$ cat src/rtl/gfx_pkg.sv
`default_nettype none
// ============================================================================
// Module   : gfx_pkg
// Brief    : Shared types for the GraphicsCard op scheduler and its FIFO.
// Revision : 1.0
// ============================================================================
package gfx_pkg;

    localparam int C_X_W = 9;
    localparam int C_Y_W = 8;

    typedef enum logic {
        OP_FILL = 1'b0,
        OP_BLIT = 1'b1
    } gfx_op_t;

    typedef struct packed {
        gfx_op_t            op;
        logic               fill_value;
        logic [C_X_W-1:0]   x1;
        logic [C_Y_W-1:0]   y1;
        logic [C_X_W-1:0]   x2;
        logic [C_Y_W-1:0]   y2;
        logic [C_X_W-1:0]   w;
        logic [C_Y_W-1:0]   h;
    } gfx_cmd_t;

    typedef enum logic [1:0] {
        ST_IDLE      = 2'd0,
        ST_ISSUE     = 2'd1,
        ST_WAIT_ACK  = 2'd2,
        ST_WAIT_DONE = 2'd3
    } sched_state_t;

endpackage
`default_nettype wire

$ cat src/rtl/gfx_cmd_fifo.sv
`default_nettype none
// ============================================================================
// Module   : gfx_cmd_fifo
// Brief    : Synchronous command FIFO of gfx_cmd_t. Flush path present only
//            when GFX_SCHED_FLUSH_EN is defined.
// Revision : 1.0
// ============================================================================
module gfx_cmd_fifo
    import gfx_pkg::*;
#(
    parameter int DEPTH = 4
) (
    input  logic                   clk,
    input  logic                   reset,
    input  logic                   push,
    input  gfx_cmd_t               push_cmd,
    input  logic                   pop,
    input  logic                   flush,
    output gfx_cmd_t               head,
    output logic [$clog2(DEPTH):0] count,
    output logic                   full
);

    localparam int AW = $clog2(DEPTH);
    localparam logic [AW:0] C_DEPTH = DEPTH[AW:0];

    gfx_cmd_t        mem_q [DEPTH];
    logic [AW-1:0]   wr_ptr_q, wr_ptr_d;
    logic [AW-1:0]   rd_ptr_q, rd_ptr_d;
    logic [AW:0]     count_q, count_d;
    logic            w_do_push;
    logic            w_do_pop;

    always_comb begin
        w_do_push = push && (count_q != C_DEPTH);
        w_do_pop  = pop && (count_q != '0);
        wr_ptr_d  = wr_ptr_q;
        rd_ptr_d  = rd_ptr_q;
        count_d   = count_q;
        if (w_do_push) begin
            wr_ptr_d = wr_ptr_q + 1'b1;
        end
        if (w_do_pop) begin
            rd_ptr_d = rd_ptr_q + 1'b1;
        end
        if (w_do_push && !w_do_pop) begin
            count_d = count_q + 1'b1;
        end else if (!w_do_push && w_do_pop) begin
            count_d = count_q - 1'b1;
        end
`ifdef GFX_SCHED_FLUSH_EN
        // Flush wins over a same-cycle push; the popped head is already in flight.
        if (flush) begin
            w_do_push = 1'b0;
            wr_ptr_d  = '0;
            rd_ptr_d  = '0;
            count_d   = '0;
        end
`endif
    end

`ifndef GFX_SCHED_FLUSH_EN
    logic w_unused_flush;
    assign w_unused_flush = flush;
`endif

    always_ff @(posedge clk or posedge reset) begin
        if (reset) begin
            wr_ptr_q <= '0;
            rd_ptr_q <= '0;
            count_q  <= '0;
        end else begin
            wr_ptr_q <= wr_ptr_d;
            rd_ptr_q <= rd_ptr_d;
            count_q  <= count_d;
        end
    end

    always_ff @(posedge clk) begin
        if (w_do_push) begin
            mem_q[wr_ptr_q] <= push_cmd;
        end
    end

    assign head  = mem_q[rd_ptr_q];
    assign count = count_q;
    assign full  = (count_q == C_DEPTH);

endmodule
`default_nettype wire

$ cat src/rtl/gfx_op_scheduler.sv
`default_nettype none
// ============================================================================
// Module   : gfx_op_scheduler
// Brief    : Queues host fill/blit requests and issues them one at a time to
//            the GraphicsCard. Optional queue flush: GFX_SCHED_FLUSH_EN.
// Revision : 1.0
// ============================================================================
module gfx_op_scheduler
    import gfx_pkg::*;
#(
    parameter int DEPTH       = 4,
    parameter int ACK_TIMEOUT = 4
) (
    input  logic                   clk,
    input  logic                   reset,
    input  logic                   req_fill,
    input  logic                   req_blit,
    input  logic                   req_fill_value,
    input  logic [C_X_W-1:0]       req_X1,
    input  logic [C_X_W-1:0]       req_X2,
    input  logic [C_Y_W-1:0]       req_Y1,
    input  logic [C_Y_W-1:0]       req_Y2,
    input  logic [C_X_W-1:0]       req_width,
    input  logic [C_Y_W-1:0]       req_height,
    input  logic                   flush,
    input  logic                   clear_status,
    output logic                   start_fill,
    output logic                   start_blit,
    output logic                   fill_value,
    output logic [C_X_W-1:0]       X1,
    output logic [C_Y_W-1:0]       Y1,
    output logic [C_X_W-1:0]       X2,
    output logic [C_Y_W-1:0]       Y2,
    output logic [C_X_W-1:0]       op_x_width,
    output logic [C_Y_W-1:0]       op_y_height,
    input  logic                   busy,
    input  logic                   error,
    output logic [$clog2(DEPTH):0] queue_count,
    output logic                   queue_full,
    output logic                   idle,
    output logic                   overflow,
    output logic                   cmd_err,
    output logic                   card_err
);

    localparam int              TW         = $clog2(ACK_TIMEOUT + 1);
    localparam logic [TW-1:0]   C_ACK_LAST = TW'(ACK_TIMEOUT - 1);

    sched_state_t               state_q, state_d;
    logic [TW-1:0]              ack_cnt_q, ack_cnt_d;
    gfx_cmd_t                   cmd_q, cmd_d;
    logic                       start_fill_q, start_fill_d;
    logic                       start_blit_q, start_blit_d;
    logic                       overflow_q, overflow_d;
    logic                       cmd_err_q, cmd_err_d;
    logic                       card_err_q, card_err_d;

    logic                       w_any_req;
    logic                       w_both_req;
    logic                       w_push;
    logic                       w_pop;
    gfx_cmd_t                   w_push_cmd;
    gfx_cmd_t                   w_head;
    logic [$clog2(DEPTH):0]     w_count;
    logic                       w_full;
    logic                       w_unused_op;

    assign w_any_req  = req_fill || req_blit;
    assign w_both_req = req_fill && req_blit;
    assign w_push     = (req_fill ^ req_blit) && !w_full;

    always_comb begin
        w_push_cmd            = '0;
        w_push_cmd.op         = req_blit ? OP_BLIT : OP_FILL;
        w_push_cmd.fill_value = req_fill_value;
        w_push_cmd.x1         = req_X1;
        w_push_cmd.y1         = req_Y1;
        w_push_cmd.x2         = req_X2;
        w_push_cmd.y2         = req_Y2;
        w_push_cmd.w          = req_width;
        w_push_cmd.h          = req_height;
    end

    gfx_cmd_fifo #(
        .DEPTH (DEPTH)
    ) u_fifo (
        .clk      (clk),
        .reset    (reset),
        .push     (w_push),
        .push_cmd (w_push_cmd),
        .pop      (w_pop),
        .flush    (flush),
        .head     (w_head),
        .count    (w_count),
        .full     (w_full)
    );

    // Start pulses are decided at pop time so they are registered and
    // coincide with the first cycle the operand registers are valid.
    always_comb begin
        state_d      = state_q;
        ack_cnt_d    = ack_cnt_q;
        cmd_d        = cmd_q;
        start_fill_d = 1'b0;
        start_blit_d = 1'b0;
        w_pop        = 1'b0;
        case (state_q)
            ST_IDLE: begin
                if ((w_count != '0) && !busy) begin
                    w_pop        = 1'b1;
                    cmd_d        = w_head;
                    start_fill_d = (w_head.op == OP_FILL);
                    start_blit_d = (w_head.op == OP_BLIT);
                    state_d      = ST_ISSUE;
                end
            end
            ST_ISSUE: begin
                ack_cnt_d = '0;
                state_d   = ST_WAIT_ACK;
            end
            ST_WAIT_ACK: begin
                if (busy) begin
                    state_d = ST_WAIT_DONE;
                end else if (ack_cnt_q == C_ACK_LAST) begin
                    state_d = ST_IDLE;
                end else begin
                    ack_cnt_d = ack_cnt_q + 1'b1;
                end
            end
            ST_WAIT_DONE: begin
                if (!busy) begin
                    state_d = ST_IDLE;
                end
            end
            default: state_d = ST_IDLE;
        endcase
    end

    always_comb begin
        overflow_d = (overflow_q && !clear_status) || (w_any_req && w_full);
        cmd_err_d  = (cmd_err_q && !clear_status) || w_both_req;
        card_err_d = (card_err_q && !clear_status) ||
                     (error && ((state_q == ST_WAIT_ACK) || (state_q == ST_WAIT_DONE)));
    end

    always_ff @(posedge clk or posedge reset) begin
        if (reset) begin
            state_q      <= ST_IDLE;
            ack_cnt_q    <= '0;
            cmd_q        <= '0;
            start_fill_q <= 1'b0;
            start_blit_q <= 1'b0;
            overflow_q   <= 1'b0;
            cmd_err_q    <= 1'b0;
            card_err_q   <= 1'b0;
        end else begin
            state_q      <= state_d;
            ack_cnt_q    <= ack_cnt_d;
            cmd_q        <= cmd_d;
            start_fill_q <= start_fill_d;
            start_blit_q <= start_blit_d;
            overflow_q   <= overflow_d;
            cmd_err_q    <= cmd_err_d;
            card_err_q   <= card_err_d;
        end
    end

    assign w_unused_op = cmd_q.op;

    assign start_fill  = start_fill_q;
    assign start_blit  = start_blit_q;
    assign fill_value  = cmd_q.fill_value;
    assign X1          = cmd_q.x1;
    assign Y1          = cmd_q.y1;
    assign X2          = cmd_q.x2;
    assign Y2          = cmd_q.y2;
    assign op_x_width  = cmd_q.w;
    assign op_y_height = cmd_q.h;
    assign queue_count = w_count;
    assign queue_full  = w_full;
    assign idle        = (w_count == '0) && (state_q == ST_IDLE) && !busy;
    assign overflow    = overflow_q;
    assign cmd_err     = cmd_err_q;
    assign card_err    = card_err_q;

endmodule
`default_nettype wire

$ cat config.mk
export PLATFORM = sky130hd
export DESIGN_NAME = gfx_op_scheduler
export DESIGN_NICKNAME = d
export VERILOG_FILES = /design/src/rtl/gfx_pkg.sv /design/src/rtl/gfx_cmd_fifo.sv /design/src/rtl/gfx_op_scheduler.sv
export SDC_FILE = /design/constraint.sdc
export NUM_CORES = 1
export LEC_CHECK = 0
export CORE_MARGIN = 2
export CORE_UTILIZATION = 45
export CTS_BUF_LIST = sky130_fd_sc_hd__clkbuf_4 sky130_fd_sc_hd__clkbuf_8
export CTS_CLUSTER_DIAMETER = 60
export DETAILED_ROUTE_END_ITERATION = 12
export PLACE_DENSITY = 0.74
export SLEW_MARGIN = 20
export SYNTH_ARGS = -nofsm -noshare
export SYNTH_HDL_FRONTEND = slang
export SYNTH_SLANG_ARGS = --single-unit
$ cat constraint.sdc
create_clock -name clk -period 3.1 [get_ports clk]
set_input_delay 0.31 -clock clk [delete_from_list [all_inputs] [get_ports clk]]
set_output_delay 0.31 -clock clk [all_outputs]
set_load 0.03 [all_outputs]
==> reports/summary.txt <==
Status -> finished, final reports clean
# diodes -> 0
Sink Count -> 281
Pin count of the biggest net entering global routing -> 53
Critical path's top delay family -> buffers and inverters
Clk Tree Root Cell -> clkbuf_8
PD cells -> 1010 mW/mm2
Number of DRC markers in iteration 0 -> 272
CTS tree -> built
Crit-path cells -> or3_4 > and2b_2 > clkdlybuf4s50_1
Total congestion overflow -> 0
Flop2flop setup slack -> 0.87 ns
Peak Freq -> 387 MHz
Static Leak -> 4.80 nW
Switch share -> 30.7%
Post_cts resized -> 0
Hpwl dp -> 12300 um
Max stage delay cell, worst path -> clkdlybuf4s50_1
Maxcap violations -> 0
CP Launch Type -> flop
Pre-CTS setup slack -> 0.471 ns
Clock-pin slew of the registers on the worst-case setup and hold paths -> 0.06 ns
Crit path max fanout -> 5
Syn_area_per_cell -> 22.8 um2
# DRC -> 0
Crit path DAT -> 2.27 ns
Main synth FF type -> edfxtp_1
Min setup slack post-route -> 0.516 ns
Final wirelength -> 19900 um
Number of enable flip-flop cells after synthesis -> 212
P&R area growth vs syn -> 24.5%
Gr usage total -> 16.6%
Peak supply drop -> 0.000560 V
Final Power -> 13.5 mW
Clock Power Share -> 24.4%
Initial antenna violation count -> 0
Die Span X -> 158 um
PortBufs -> 120
Crit Reg-Reg Startpoint -> u_fifo.count[0]
Total CTS buffers -> 45
Worst-Skew Late Latency -> 0.55 ns
Endpoints failing setup -> 0
Post-DRT Antenna Nets -> 0
Pre-Repair DR Iteration Count -> 6
Layout cell share with drive strength beyond 1 -> 31.6%
Synth unique cells -> 34
CP endpoint kind -> output port
Drt via density -> 5.06
Sequential fraction of design power -> 42.4%
Minimum period implied by the final worst setup slack -> 2.58 ns
TNS Setup -> 0 ns
FP Rows -> 56
Switching pwr -> 4.14 mW
Final Hold Fails -> 0
Post-CTS Setup Inserts -> 0
Most frequent cells in the layout -> 212 x edfxtp_1, 120 x clkdlybuf4s50_1, 67 x dfrtp_1
Flops & latches, synth -> 281
Ys async rst share -> 24.6%
Worst-case clock skew -> 0.0233 ns
Required @ worst endpoint -> 2.79 ns
Worst hold path class -> in2async
Combinational power share -> 33.2%
R2r worst-path depth -> 9
Gpl congestion -> 0.758
Initial Util -> 45.8%
Max clock buf depth -> 3
Synth Cell Area -> 0.0107 mm2
DIE AREA -> 0.0251 mm2
Avg WL per Cell -> 20.0 um
Syn_nets -> 541
Kind of critical path -> reg2out
WP buf/inv -> 1
Internal power -> 9.36 mW
RSZ-0062 raised after global routing -> no
Hold buffer count at cts -> 0
Synth warnings -> 0
Commonest non-fill, non-tap cell in the layout -> edfxtp_1
Post-Syn Instances -> 471
H-tree Lvls -> 2
Io pins -> 122
First-pass GRT wire length -> 31200 um
CP max stage delay -> 0.67 ns
Worst slew pin tran -> 0.805 ns
Worst r2r dst -> u_fifo.count[2]
Core ar. -> 0.0234 mm2
Sequential element share of the synthesized area -> 75.5%
Vias after detailed routing -> 5027
Die H -> 158 um
Final-stage net count -> 707
Hold slack final -> 0.0924 ns
Slew HR -> 46.3%
Max Transition Viols Final -> 0
Final period utilization -> 83.4%
Number of global-route vias before repair -> 5544
-- flip-flops by register name, summed over array words and instances (netlist names), 2 cells and up --
signal / flops
Y1: 8
u_fifo.wr_ptr_q: 2
state_q: 2
ack_cnt_q: 3
u_fifo.mem_q: 212
u_fifo.rd_ptr_q: 2
u_fifo.count: 3
op_y_height: 8
X1: 9
X2: 9
op_x_width: 9
Y2: 8
-- metal layers --
| layer | wire [um] | GRT usage (%) | vias up |
|---|---|---|---|
| li1 | - | - | 2227 |
| met1 | 8100 | 21.0 | 2586 |
| met4 | 301 | 4.29 | 0 |
| met5 | 0 | 0 | - |
| met2 | 9980 | 27.7 | 182 |
| met3 | 1530 | 5.58 | 32 |
-- synth_stat cells, drive strengths merged, types with 2 or more instances --
cell type | count | area share (%)
nor3 | 3 | 0.25
xor2 | 2 | 0.16
xnor2 | 4 | 0.33
buf | 14 | 1.6
inv | 10 | 0.35
ha | 9 | 1.1
mux2 | 54 | 7.4
a22o | 2 | 0.16
nand2 | 5 | 0.18
dfrtp | 69 | 16
o21ai | 3 | 0.14
nor2b | 2 | 0.12
mux2i | 2 | 0.19
mux4 | 53 | 11
and2 | 5 | 0.31
clkbuf | 6 | 0.21
edfxtp | 212 | 59
nor2 | 6 | 0.21
-- layout make-up --
type,count,area (um2)
inverters,10,38.8
repair buffers,139,1430
multi-input cells,160,2410
clock inverters,25,198
fillers,1755,10100
well taps,319,399
clock buffers,59,768
flip-flops and latches,281,8100
-- logic make-up (layout without fill, tap and decap cells) --
group,Yosys count,after routing,synth area share [%]
flops,281,281,75.5
mux,109,109,18.7
buf+inv,30,233,2.11
simple gates,26,26,1.44
fa+ha+maj,10,10,1.24
compound gates,9,9,0.560
xor+xnor,6,6,0.490
-- power by group through the flow --
stage / Combinational (mW) / Clock (mW) / Sequential, mW
3_3_place_gp: 4.45 / 0 / 5.75
6_report: 4.48 / 3.29 / 5.73
3_5_place_dp: 4.55 / 0 / 5.80
5_1_grt: 4.79 / 3.56 / 5.84
4_1_cts: 4.56 / 3.39 / 5.74
2_1_floorplan: 2.39 / 0 / 6.31
-- worst max-delay path by stage --
stage,from,endpoint,slack (ns),cells past startpoint
floorplan,u_fifo.count[0],u_fifo.mem_q[0][0],0.15,4
global placement,req_blit,u_fifo.mem_q[0][10],0.57,7
detailed placement,req_blit,u_fifo.count[2],0.47,10
CTS,u_fifo.count[0],idle,0.48,3
global route,u_fifo.count[0],idle,0.44,3
finish,u_fifo.count[0],idle,0.52,3
-- per-stage QoR --
step | util (%) | instance area (um2) | cells
6_report | 57.0 | 13300 | 993
4_1_cts | 57.0 | 13300 | 993
2_1_floorplan | - | 10700 | 471
3_3_place_gp | 52.9 | 12400 | 909
3_5_place_dp | 52.9 | 12400 | 909
5_1_grt | 57.0 | 13300 | 993
Power figures use the tool's default switching activity.
